$ cat src/rtl/wb_arbiter_2m.sv
// Two-master Wishbone arbiter: round-robin on cyc, whole-cycle tenure, grant one cycle after request, combinational mux/response paths.
// Losers wait with cyc high; the owner is stalled only by the slave. Watchdog abort compiled in with WB_ARB_TIMEOUT_EN.
module wb_arbiter_2m #(
    parameter int DATA_WIDTH     = 32,
    parameter int ADDR_WIDTH     = 32,
    parameter int TIMEOUT_CYCLES = 255
) (
    input  logic                      clk,
    input  logic                      rst,

    input  logic                      m0_cyc_i,
    input  logic                      m0_stb_i,
    input  logic                      m0_we_i,
    input  logic [ADDR_WIDTH-1:0]     m0_adr_i,
    input  logic [DATA_WIDTH-1:0]     m0_dat_i,
    input  logic [DATA_WIDTH/8-1:0]   m0_sel_i,
    input  logic [2:0]                m0_cti_i,
    input  logic [1:0]                m0_bte_i,
    output logic                      m0_ack_o,
    output logic                      m0_err_o,
    output logic                      m0_rty_o,
    output logic [DATA_WIDTH-1:0]     m0_dat_o,

    input  logic                      m1_cyc_i,
    input  logic                      m1_stb_i,
    input  logic                      m1_we_i,
    input  logic [ADDR_WIDTH-1:0]     m1_adr_i,
    input  logic [DATA_WIDTH-1:0]     m1_dat_i,
    input  logic [DATA_WIDTH/8-1:0]   m1_sel_i,
    input  logic [2:0]                m1_cti_i,
    input  logic [1:0]                m1_bte_i,
    output logic                      m1_ack_o,
    output logic                      m1_err_o,
    output logic                      m1_rty_o,
    output logic [DATA_WIDTH-1:0]     m1_dat_o,

    output logic                      s_cyc_o,
    output logic                      s_stb_o,
    output logic                      s_we_o,
    output logic [ADDR_WIDTH-1:0]     s_adr_o,
    output logic [DATA_WIDTH-1:0]     s_dat_o,
    output logic [DATA_WIDTH/8-1:0]   s_sel_o,
    output logic [2:0]                s_cti_o,
    output logic [1:0]                s_bte_o,
    input  logic                      s_ack_i,
    input  logic                      s_err_i,
    input  logic                      s_rty_i,
    input  logic [DATA_WIDTH-1:0]     s_dat_i,

    output logic [1:0]                grant_o
);

    typedef enum logic [1:0] {
        ST_IDLE = 2'd0,
        ST_OWN0 = 2'd1,
        ST_OWN1 = 2'd2
    } state_e;

    state_e state_q, state_d;
    logic   last_q, last_d;
    logic   own0, own1;
    logic   owner_cyc, owner_stb;
    logic   wd_kill, wd_err;

    if (TIMEOUT_CYCLES < 1 || TIMEOUT_CYCLES > 65535) begin : g_bad_timeout
        $error("wb_arbiter_2m: TIMEOUT_CYCLES must be within 1..65535");
    end

    always_ff @(posedge clk) begin
        if (rst) begin
            state_q <= ST_IDLE;
            last_q  <= 1'b1;
        end else begin
            state_q <= state_d;
            last_q  <= last_d;
        end
    end

    // last_q names the master granted most recently; a tie goes to the other one.
    always_comb begin
        state_d = state_q;
        last_d  = last_q;
        case (state_q)
            ST_IDLE: begin
                if (m0_cyc_i && (!m1_cyc_i || last_q)) begin
                    state_d = ST_OWN0;
                    last_d  = 1'b0;
                end else if (m1_cyc_i) begin
                    state_d = ST_OWN1;
                    last_d  = 1'b1;
                end
            end
            ST_OWN0: begin
                if (!m0_cyc_i) begin
                    state_d = ST_IDLE;
                end
            end
            ST_OWN1: begin
                if (!m1_cyc_i) begin
                    state_d = ST_IDLE;
                end
            end
            default: state_d = ST_IDLE;
        endcase
    end

    assign own0      = (state_q == ST_OWN0);
    assign own1      = (state_q == ST_OWN1);
    assign owner_cyc = (own0 & m0_cyc_i) | (own1 & m1_cyc_i);
    assign owner_stb = (own0 & m0_stb_i) | (own1 & m1_stb_i);

`ifdef WB_ARB_TIMEOUT_EN
    localparam logic [15:0] WD_LAST = 16'(TIMEOUT_CYCLES - 1);

    logic [15:0] wd_cnt_q, wd_cnt_d;
    logic        abort_q, abort_d;
    logic        wd_fire;
    logic        s_rsp;

    assign s_rsp = s_ack_i | s_err_i | s_rty_i;

    always_ff @(posedge clk) begin
        if (rst) begin
            wd_cnt_q <= 16'd0;
            abort_q  <= 1'b0;
        end else begin
            wd_cnt_q <= wd_cnt_d;
            abort_q  <= abort_d;
        end
    end

    // Fires on the stalled cycle that would bring the count to TIMEOUT_CYCLES.
    always_comb begin
        wd_cnt_d = wd_cnt_q;
        abort_d  = abort_q;
        wd_fire  = 1'b0;
        if (!owner_cyc) begin
            wd_cnt_d = 16'd0;
            abort_d  = 1'b0;
        end else if (abort_q || s_rsp) begin
            wd_cnt_d = 16'd0;
        end else if (owner_stb) begin
            if (wd_cnt_q == WD_LAST) begin
                wd_fire  = 1'b1;
                abort_d  = 1'b1;
                wd_cnt_d = 16'd0;
            end else begin
                wd_cnt_d = wd_cnt_q + 16'd1;
            end
        end
    end

    assign wd_kill = abort_q;
    assign wd_err  = wd_fire;
`else
    assign wd_kill = 1'b0;
    assign wd_err  = 1'b0;
`endif

    always_comb begin
        grant_o = {own1, own0};
        s_cyc_o = owner_cyc & ~wd_kill;
        s_stb_o = owner_stb & ~wd_kill;
        if (own1) begin
            s_we_o  = m1_we_i;
            s_adr_o = m1_adr_i;
            s_dat_o = m1_dat_i;
            s_sel_o = m1_sel_i;
            s_cti_o = m1_cti_i;
            s_bte_o = m1_bte_i;
        end else begin
            s_we_o  = m0_we_i;
            s_adr_o = m0_adr_i;
            s_dat_o = m0_dat_i;
            s_sel_o = m0_sel_i;
            s_cti_o = m0_cti_i;
            s_bte_o = m0_bte_i;
        end
        m0_ack_o = own0 & ~wd_kill & s_ack_i;
        m0_err_o = own0 & ((~wd_kill & s_err_i) | wd_err);
        m0_rty_o = own0 & ~wd_kill & s_rty_i;
        m1_ack_o = own1 & ~wd_kill & s_ack_i;
        m1_err_o = own1 & ((~wd_kill & s_err_i) | wd_err);
        m1_rty_o = own1 & ~wd_kill & s_rty_i;
        m0_dat_o = s_dat_i;
        m1_dat_o = s_dat_i;
    end

endmodule

$ cat config.mk
export PLATFORM = sky130hd
export DESIGN_NAME = wb_arbiter_2m
export DESIGN_NICKNAME = d
export VERILOG_FILES = /design/src/rtl/wb_arbiter_2m.sv
export SDC_FILE = /design/constraint.sdc
export NUM_CORES = 1
export LEC_CHECK = 0
export CAP_MARGIN = 20
export CORE_AREA = 2 2 131 133
export DETAILED_ROUTE_END_ITERATION = 7
export DIE_AREA = 0 0 133 135
export GPL_TIMING_DRIVEN = 0
export MAX_ROUTING_LAYER = met4
export PLACE_DENSITY = 0.52
export SLEW_MARGIN = 10
export SYNTH_ARGS = -nofsm -noshare
export SYNTH_HDL_FRONTEND = slang
export SYNTH_SLANG_ARGS = --single-unit
$ cat constraint.sdc
create_clock -name clk -period 3.74 [get_ports clk]
set_clock_uncertainty 0.15 [all_clocks]
set_input_delay 0.561 -clock clk [delete_from_list [all_inputs] [get_ports clk]]
set_output_delay 0.561 -clock clk [all_outputs]
set_load 0.05 [all_outputs]
### Yosys cells after proc, flatten, opt, wreduce, memory -nomap -nowiden

Cells that the tools add are included.

| word-level totals | value |
|---|---|
| bits in registers | 3 |
| latch bits | 0 |
| RAM bits | 0 |
| memory bits (read-only) | 0 |
| bits of input ports | 189 |
| output and inout port bits | 148 |
| word-level logic and storage cells | 39 |
| memories kept | 0 |

| operators by class | value |
|---|---|
| $add $sub $neg | 0 |
| $mul | 0 |
| divide/modulo/power cells | 0 |
| order comparisons | 0 |
| equality and inequality tests | 5 |
| shifts and indexed selects | 0 |
| multiplexer cells | 13 |
| bitwise logic cells | 12 |
| reductions and logical operators | 7 |

Operators by type and width:

| cell | number |
|---|---|
| $mux 32 | 2 |
| $and 1x1->1 | 10 |
| $mux 2 | 5 |
| $pmux 2 s3 | 1 |
| $mux 4 | 1 |
| $ne 2x2->1 const B | 2 |
| $mux 1 | 3 |
| $mux 3 | 1 |
| $ne 3x3->1 const B | 1 |
| $reduce_and 3->1 | 1 |
| $eq 2x1->1 const B | 1 |
| $eq 2x2->1 const B | 1 |
| $logic_not 2->1 | 1 |
| $or 1x1->1 | 2 |
| $reduce_and 2->1 | 1 |
| $reduce_bool 2->1 | 1 |
| $logic_and 1x1->1 | 1 |
| $logic_not 1->1 | 1 |
| $logic_or 1x1->1 | 1 |

### Longest topological paths before layout

Gate-level depths: netlist of run 1.

| depth | value |
|---|---|
| depth after elaboration | 5 |
| gate-level depth with buffers | 4 |
| gate-level depth less buffers | 3 |

### Least setup slack after synthesis of run 1

Ideal clock, no wire load.

| timing path | value |
|---|---|
| kind | reg2out |
| from | register state_q[0] |
| to | output s_adr_o[0] |
| arrival | 1208 ps |
| required time | 3029 ps |
| slack | 1821 ps |
| cell stages (with the launch flop) | 5 |
| buffers on the path | 2 |
| cells stage by stage | dfxtp_1 > nand2b_4 > buf_12 > buf_12 > mux2_4 |

| between the ends | value |
|---|---|
| word-level cells in the longest chain between the ends | 2 |

Ends and longest elaborated chain:

| item | line | RTL |
|---|---|---|
| from (decl) | 59 | `state_e state_q, state_d;` |
| from (signal assigned) | 74 | `state_q <= state_d;` |
| $eq 2x2->1 | 108 | `assign own1 = (state_q == ST_OWN1);` |
| $mux 32 | 164 | `if (own1) begin` |
| to (decl) | 40 | `output logic [ADDR_WIDTH-1:0] s_adr_o,` |

Every way passes these cells.

### Final worst setup path of run 1

| timing path | value |
|---|---|
| from | register state_q[0] |
| to | output s_dat_o[25] |

| between the ends | value |
|---|---|
| word-level cells in the longest chain between the ends | 2 |

Ends and longest elaborated chain:

| item | line | RTL |
|---|---|---|
| $eq 2x2->1 | 108 |  |
| $mux 32 | 164 |  |
| to (decl) | 41 | `output logic [DATA_WIDTH-1:0] s_dat_o,` |

Every way passes these cells.

==> summary.md, run 1 <==
| Metric | Value |
|---|---|
| Status | `complete, no violations` |
| Vias per cell | `3.40` |
| Initial Util | `0.113` |
| Sequential fraction of the synthesis area | `0.0324` |
| First-pass GRT wire length | `approximately 15,000 um` |
| EDFF count, synth | `0` |
| Psw | `~550 uW` |
| Area delta synth->final | `183%` |
| Synth top cells by count | `68 x buf_4, 50 x mux2_4, 24 x mux2_2, 6 x and2_1, 6 x buf_12` |
| Standard-cell rows | `between 40 and 50` |
| Clk Latency, worst-skew pair | `approximately 230 ps` |
| Internal power | `635 uW` |
| Fin crit period | `roughly 3000 ps` |
| Metal1 wirelength | `around 3500 um` |
| Beginning of the worst hold path | `state_q[0]` |
| Fin area | `5250 um2` |
| Post-CTS setup buffer count | `0` |
| CTS root buffer | `clkbuf_16` |
| Initial antenna violation count | `0` |
| Normalized max-slew margin | `0.562` |
| Switching part of the total | `0.464` |
| Leak | `about 0.0023 uW` |
| WHS Endpoint | `state_q[1]` |
| CTS tree | `yes` |
| Die Area | `roughly 18,000 um2` |
| Largest net degree at the start of global routing | `11` |
| # IOs | `approximately 340` |
| DR DRC count | `0` |
| Reg2reg setup slack | `2490 ps` |
| Pre-antenna DRT Iters | `2` |
| Buffers on Ports | `~300` |
| Reg-to-Reg End | `last_q` |
| Syn_nets | `360` |
| CP arrival | `around 2300 ps` |
| Worst hold slack | `around 400 ps` |
| Post-synthesis cell area | `between 1500 and 2000 um2` |
| Sequential share of power | `0.032` |
| Worst-case reg-to-reg path depth | `2` |
| Logic pwr share | `0.821` |
| Ratio of cells with drive above 1 in the final layout | `0.322` |
| Fin. Hold Viols | `0` |
| Placer Congestion | `0.748` |
| Hold/Removal Path Class | `reg2reg` |
| Syn Area/Cell | `~11 um2` |
| Synth async-reset ratio | `0` |
| Total CTS buffers | `3` |
| Worst-path maximum fanout | `10` |
| Die width | `133 um` |
| Count leader, synth | `buf_4` |
| Die height | `135 um` |
| Gr usage total | `0.107` |
| Clock sink total | `3` |
| Yosys warning count | `0` |
| Max Clock Freq | `around 0.33 GHz` |
| Initial DRC count | `27` |
| #FFs+latches synth | `3` |
| Power Density | `226 nW/um2` |
| Clk slew on worst S/H paths | `approximately 30 ps` |
| Ys flop type | `dfxtp_1` |
| Synth top area cells | `mux2_4 41%, buf_4 28%, mux2_2 15%, buf_12 6.5%, dfxtp_1 3.2%` |
| CP Class | `reg2out` |
| Crit start category | `flop` |
| Placed Area | `between 5000 and 6000 um2` |
| # hold bufs at CTS | `0` |
| Post-detailed-route count of antenna-violating nets | `0` |
| Highest metal used | `met4` |
| Max Cap Viol | `0` |
| Yosys top cell by area | `mux2_4` |
| Cells after Synth | `roughly 170` |
| Detailed placement HPWL | `9220 um` |
| Global route overflow | `0` |
| N_diodes | `0` |
| RSZ-0062 raised after global routing | `false` |
| DR WL met2 | `~5700 um` |
| Worst setup EP type | `output port` |
| Max-slew violations | `0` |
| Critical Path RT | `between 3000 and 4000 ps` |
| Synth cell types | `16` |
| Endpoints failing setup | `0` |
| Core box area | `between 15,000 and 20,000 um2` |
| Hold depth | `1` |
| Final wirelength | `roughly 10,000 um` |
| Tcrit/Tclk final | `0.799` |
| Met3 wire length | `between 1000 and 1500 um` |
| Slew at the pin closest to its max-slew limit | `about 660 ps` |
| RR Startpoint | `state_q[0]` |
| Nets | `approximately 670` |
| DR vias | `~2,400` |
| Maximum clock path buffer count | `2` |
| Post-synth top area share | `0.405` |
| Post-CTS sizing | `0` |
| CTS H-Tree Depth | `1` |
| Via count of the first global-routing pass | `roughly 2,600` |
| Setup tns final | `0 ps` |
| Clock Power Share | `0.147` |
| VDD IR max | `~0.15 mV` |
| Post-DR wirelength/cell | `14.9 um` |
==> worst max-delay path by stage <==
stage | from | endpoint | slack, ps | cells after the start
global route | state_q[0] | s_dat_o[20] | 620 | 5
floorplan | state_q[0] | s_adr_o[0] | 1820 | 4
finish | state_q[0] | s_dat_o[25] | 750 | 5
global placement | m0_cyc_i | s_cyc_o | 840 | 4
CTS | state_q[0] | s_dat_o[20] | 710 | 5
detailed placement | m0_cyc_i | s_cyc_o | 800 | 4
==> cell usage in the layout (no fill, tap or decap) <==
cell type and n:
nand2b_4 1, or3b_2 1, mux2_2 24, nor2_1 2
nor3b_1 2, clkdlybuf4s50_1 304, nor2b_1 2, inv_2 1
buf_12 6, a22o_1 2, dfxtp_1 3, and2_1 6
and3b_1 1, clkbuf_1 1, nor4b_1 1, buf_4 68
clkbuf_16 3, mux2_4 50, a22oi_1 1
==> per-stage QoR <==
stage	worst slack, ps	total power [uW]	std cells	utilization
finish	753	1190	699	0.320
global route	618	1230	699	0.320
CTS	710	1200	699	0.320
detailed placement	805	1020	695	0.315
global placement	841	1020	695	0.315
floorplan	1820	628	171	-
==> layout make-up <==
| class | instances | area, um2 |
|---|---|---|
| tap | 220 | 275 |
| sequential | 3 | 60.1 |
| buffer | 74 | 631 |
| timing repair buffer | 304 | 3040 |
| fill | 1661 | 11200 |
| inverter | 1 | 3.75 |
| multi-input combinational | 93 | 1160 |
| clock buffer | 4 | 78.8 |
==> power by group through the flow <==
stage	sequential (uW)	clock (uW)	combinational (uW)
3_3_place_gp	38.0	0	978
5_1_grt	38.4	181	1010
3_5_place_dp	38.4	0	979
2_1_floorplan	37.6	0	590
6_report	38.0	174	974
4_1_cts	38.0	176	985
==> flip-flops by register name (all words and copies together), names as in the netlist <==
signal   count
last_q       1
state_q      2
==> critical path, stage by stage, from the launching register on <==
cell and delay (ps):
dfxtp_1 410, nand2b_4 190, buf_12 160, buf_12 160, mux2_4 310, clkdlybuf4s50_1 790
==> kinds of logic (layout without fill, tap and decap cells) <==
family,Yosys count,after routing,share of synthesized area
buffers and inverters,75,383,0.342
AO/OA/AOI/OAI,3,3,0.0135
AND/OR/NAND/NOR,16,16,0.0608
multiplexers,74,74,0.551
flip-flops,3,3,0.0324
==> metal layers <==
metal	vias up	GRT usage
li1	1142	-
met1	1056	0.106
met2	172	0.211
met3	5	0.0323
met4	0	0.0108
met5	-	-
Note: power is estimated with default switching activity, not from simulation.
==> run 2, diff against run 1 <==
Settings changed: CORE_AREA 2 2 131 133 to 2 2 132 134, DIE_AREA 0 0 133 135 to 0 0 134 136, PLACE_DENSITY 0.52 to 0.53.
Clock period 3.74 ns to 2.5 ns, I/O delays scaled along.
==> summary.md, run 2 (synthesis results as in run 1) <==
| Metric | Value |
|---|---|
| DR DRC count | `0` |
| Endpoints failing setup | `0` |
| Nets | `669` |
| Slew at the pin closest to its max-slew limit | `~560 ps` |
| Detailed placement HPWL | `between 8000 and 9000 um` |
| Tcrit/Tclk final | `0.944` |
| DR vias | `between 2,000 and 2,500` |
| Maximum clock path buffer count | `2` |
| Initial Util | `0.110` |
| Power Density | `around 340 nW/um2` |
| Worst hold slack | `~400 ps` |
| Standard-cell rows | `48` |
| Global route overflow | `0` |
| Largest register FFs | `2` |
| Die height | `approximately 140 um` |
| # hold bufs at CTS | `0` |
| Filler cells | `1,793` |
| Buffers on Ports | `just over 300` |
| Clk Latency, worst-skew pair | `roughly 220 ps` |
| Clock sink total | `3` |
| Beginning of the worst hold path | `last_q` |
| Seq. cell area | `about 60 um2` |
| Largest registers | `state_q: 2 flops, last_q: 1 flops` |
| CP Class | `reg2out` |
| Area delta synth->final | `168%` |
| Hold depth | `2` |
| Max-slew violations | `0` |
| Gr usage total | `0.0984` |
| RR Startpoint | `state_q[0]` |
| Commonest non-fill, non-tap cell in the layout | `clkdlybuf4s50_1` |
| RSZ-0062 raised after global routing | `false` |
| Top reg by flops | `state_q` |
| Area of the multi-input gates | `between 1000 and 1500 um2` |
| CTS root buffer | `clkbuf_16` |
| Max Cap Viol | `0` |
| Fin. Hold Viols | `0` |
| Hold/Removal Path Class | `reg2reg` |
| Initial antenna violation count | `0` |
| Most frequent cells in the layout | `220 x clkdlybuf4s50_1, 68 x buf_4, 51 x clkbuf_2` |
| VDD IR max | `approximately 0.13 mV` |
| Total CTS buffers | `3` |
| Pre-antenna DRT Iters | `4` |
| Worst-case reg-to-reg path depth | `2` |
| CTS H-Tree Depth | `1` |
| Final Util | `0.294` |
| Post-CTS setup buffer count | `0` |
| Status | `complete, no violations` |
| Normalized max-slew margin | `0.630` |
| Clk slew on worst S/H paths | `30 ps` |
| N_diodes | `0` |
| Reg2reg setup slack | `~1300 ps` |
| Final wirelength | `9950 um` |
| Post-CTS sizing | `between 80 and 90` |
| Largest net degree at the start of global routing | `11` |
| Leak | `0.00235 uW` |
| First-pass GRT wire length | `~14,000 um` |
| Critical Path RT | `around 2000 ps` |
| Worst setup EP type | `output port` |
| Worst-path maximum fanout | `10` |
| CP arrival | `approximately 1800 ps` |
| Vias per cell | `about 3.4` |
| Max Clock Freq | `roughly 0.42 GHz` |
| Via count of the first global-routing pass | `between 2,000 and 2,500` |
| Reg-to-Reg End | `last_q` |
| Placer Congestion | `just under 0.8` |
| Die width | `134 um` |
| Fin crit period | `between 2000 and 2500 ps` |
| Core box area | `around 17,000 um2` |
| Ratio of cells with drive above 1 in the final layout | `0.428` |
| Post-DR wirelength/cell | `between 10 and 15 um` |
| Die Area | `18,200 um2` |
| Initial DRC count | `36` |
| CTS tree | `yes` |
| WHS Endpoint | `last_q` |
| # IOs | `337` |
| Crit start category | `flop` |
| Post-detailed-route count of antenna-violating nets | `0` |
## run 2: cell types whose count changed in the layout (fill, tap and decap cells not counted)
| cell | previous run | this run |
|---|---|---|
| clkbuf_2 | 0 | 51 |
| clkdlybuf4s50_1 | 304 | 220 |
| dlygate4sd2_1 | 0 | 33 |
## run 2: through the flow
| step | setup slack [ps] | cells | power (uW) | cell area (um2) | TNS, ps |
|---|---|---|---|---|---|
| 6_report | 139 | 704 | 1660 | 4960 | 0 |
| 5_1_grt | 15.4 | 704 | 1730 | 4960 | 0 |
| 4_1_cts | -16.4 | 704 | 1700 | 5150 | -16.4 |
| 3_5_place_dp | -76.8 | 700 | 1510 | 5180 | -687 |
| 3_3_place_gp | -55.9 | 700 | 1500 | 5180 | -101 |
| 2_1_floorplan | 767 | 171 | 939 | 1850 | 0 |
## run 2: final cells by class
class                   instances  share of cell area
multi-input cells              93               0.234
clock buffers                   4              0.0159
inverters                       1            0.000757
repair buffers                304               0.554
plain buffers                  74               0.127
well taps                     225              0.0568
flip-flops and latches          3              0.0121
## run 2: worst max-delay path, cell delays in order, from the launching register on
cell           delay (ps)
dfxtp_1               410
nand2b_4              210
buf_4                 200
mux2_2                350
dlygate4sd2_1         430
## run 2: how the worst max path moves through the flow
stage	from	slack, ps	depth (start not counted)	to
CTS	state_q[0]	-20	5	s_dat_o[27]
global placement	state_q[0]	-60	5	s_dat_o[27]
finish	state_q[0]	140	4	s_sel_o[3]
global route	state_q[0]	20	3	m0_rty_o
floorplan	state_q[0]	770	4	s_adr_o[0]
detailed placement	state_q[0]	-80	5	s_dat_o[27]
## run 2: where the power goes
part	switching, uW	leakage, uW	internal [uW]	total, uW
logic	756	0.00229	596	1350
registers	4.55	0.0000248	52.2	56.7
clock network	43.0	0.0000382	210	253
## run 2: routing by layer
metal,wire length (um),up-vias,global-route usage,part of all wire
li1,-,1143,-,-
met1,3510,1086,0.101,0.35
met2,5520,153,0.194,0.55
met3,885,4,0.0250,0.089
met4,37,0,0.0106,0.0037
met5,0,-,-,0
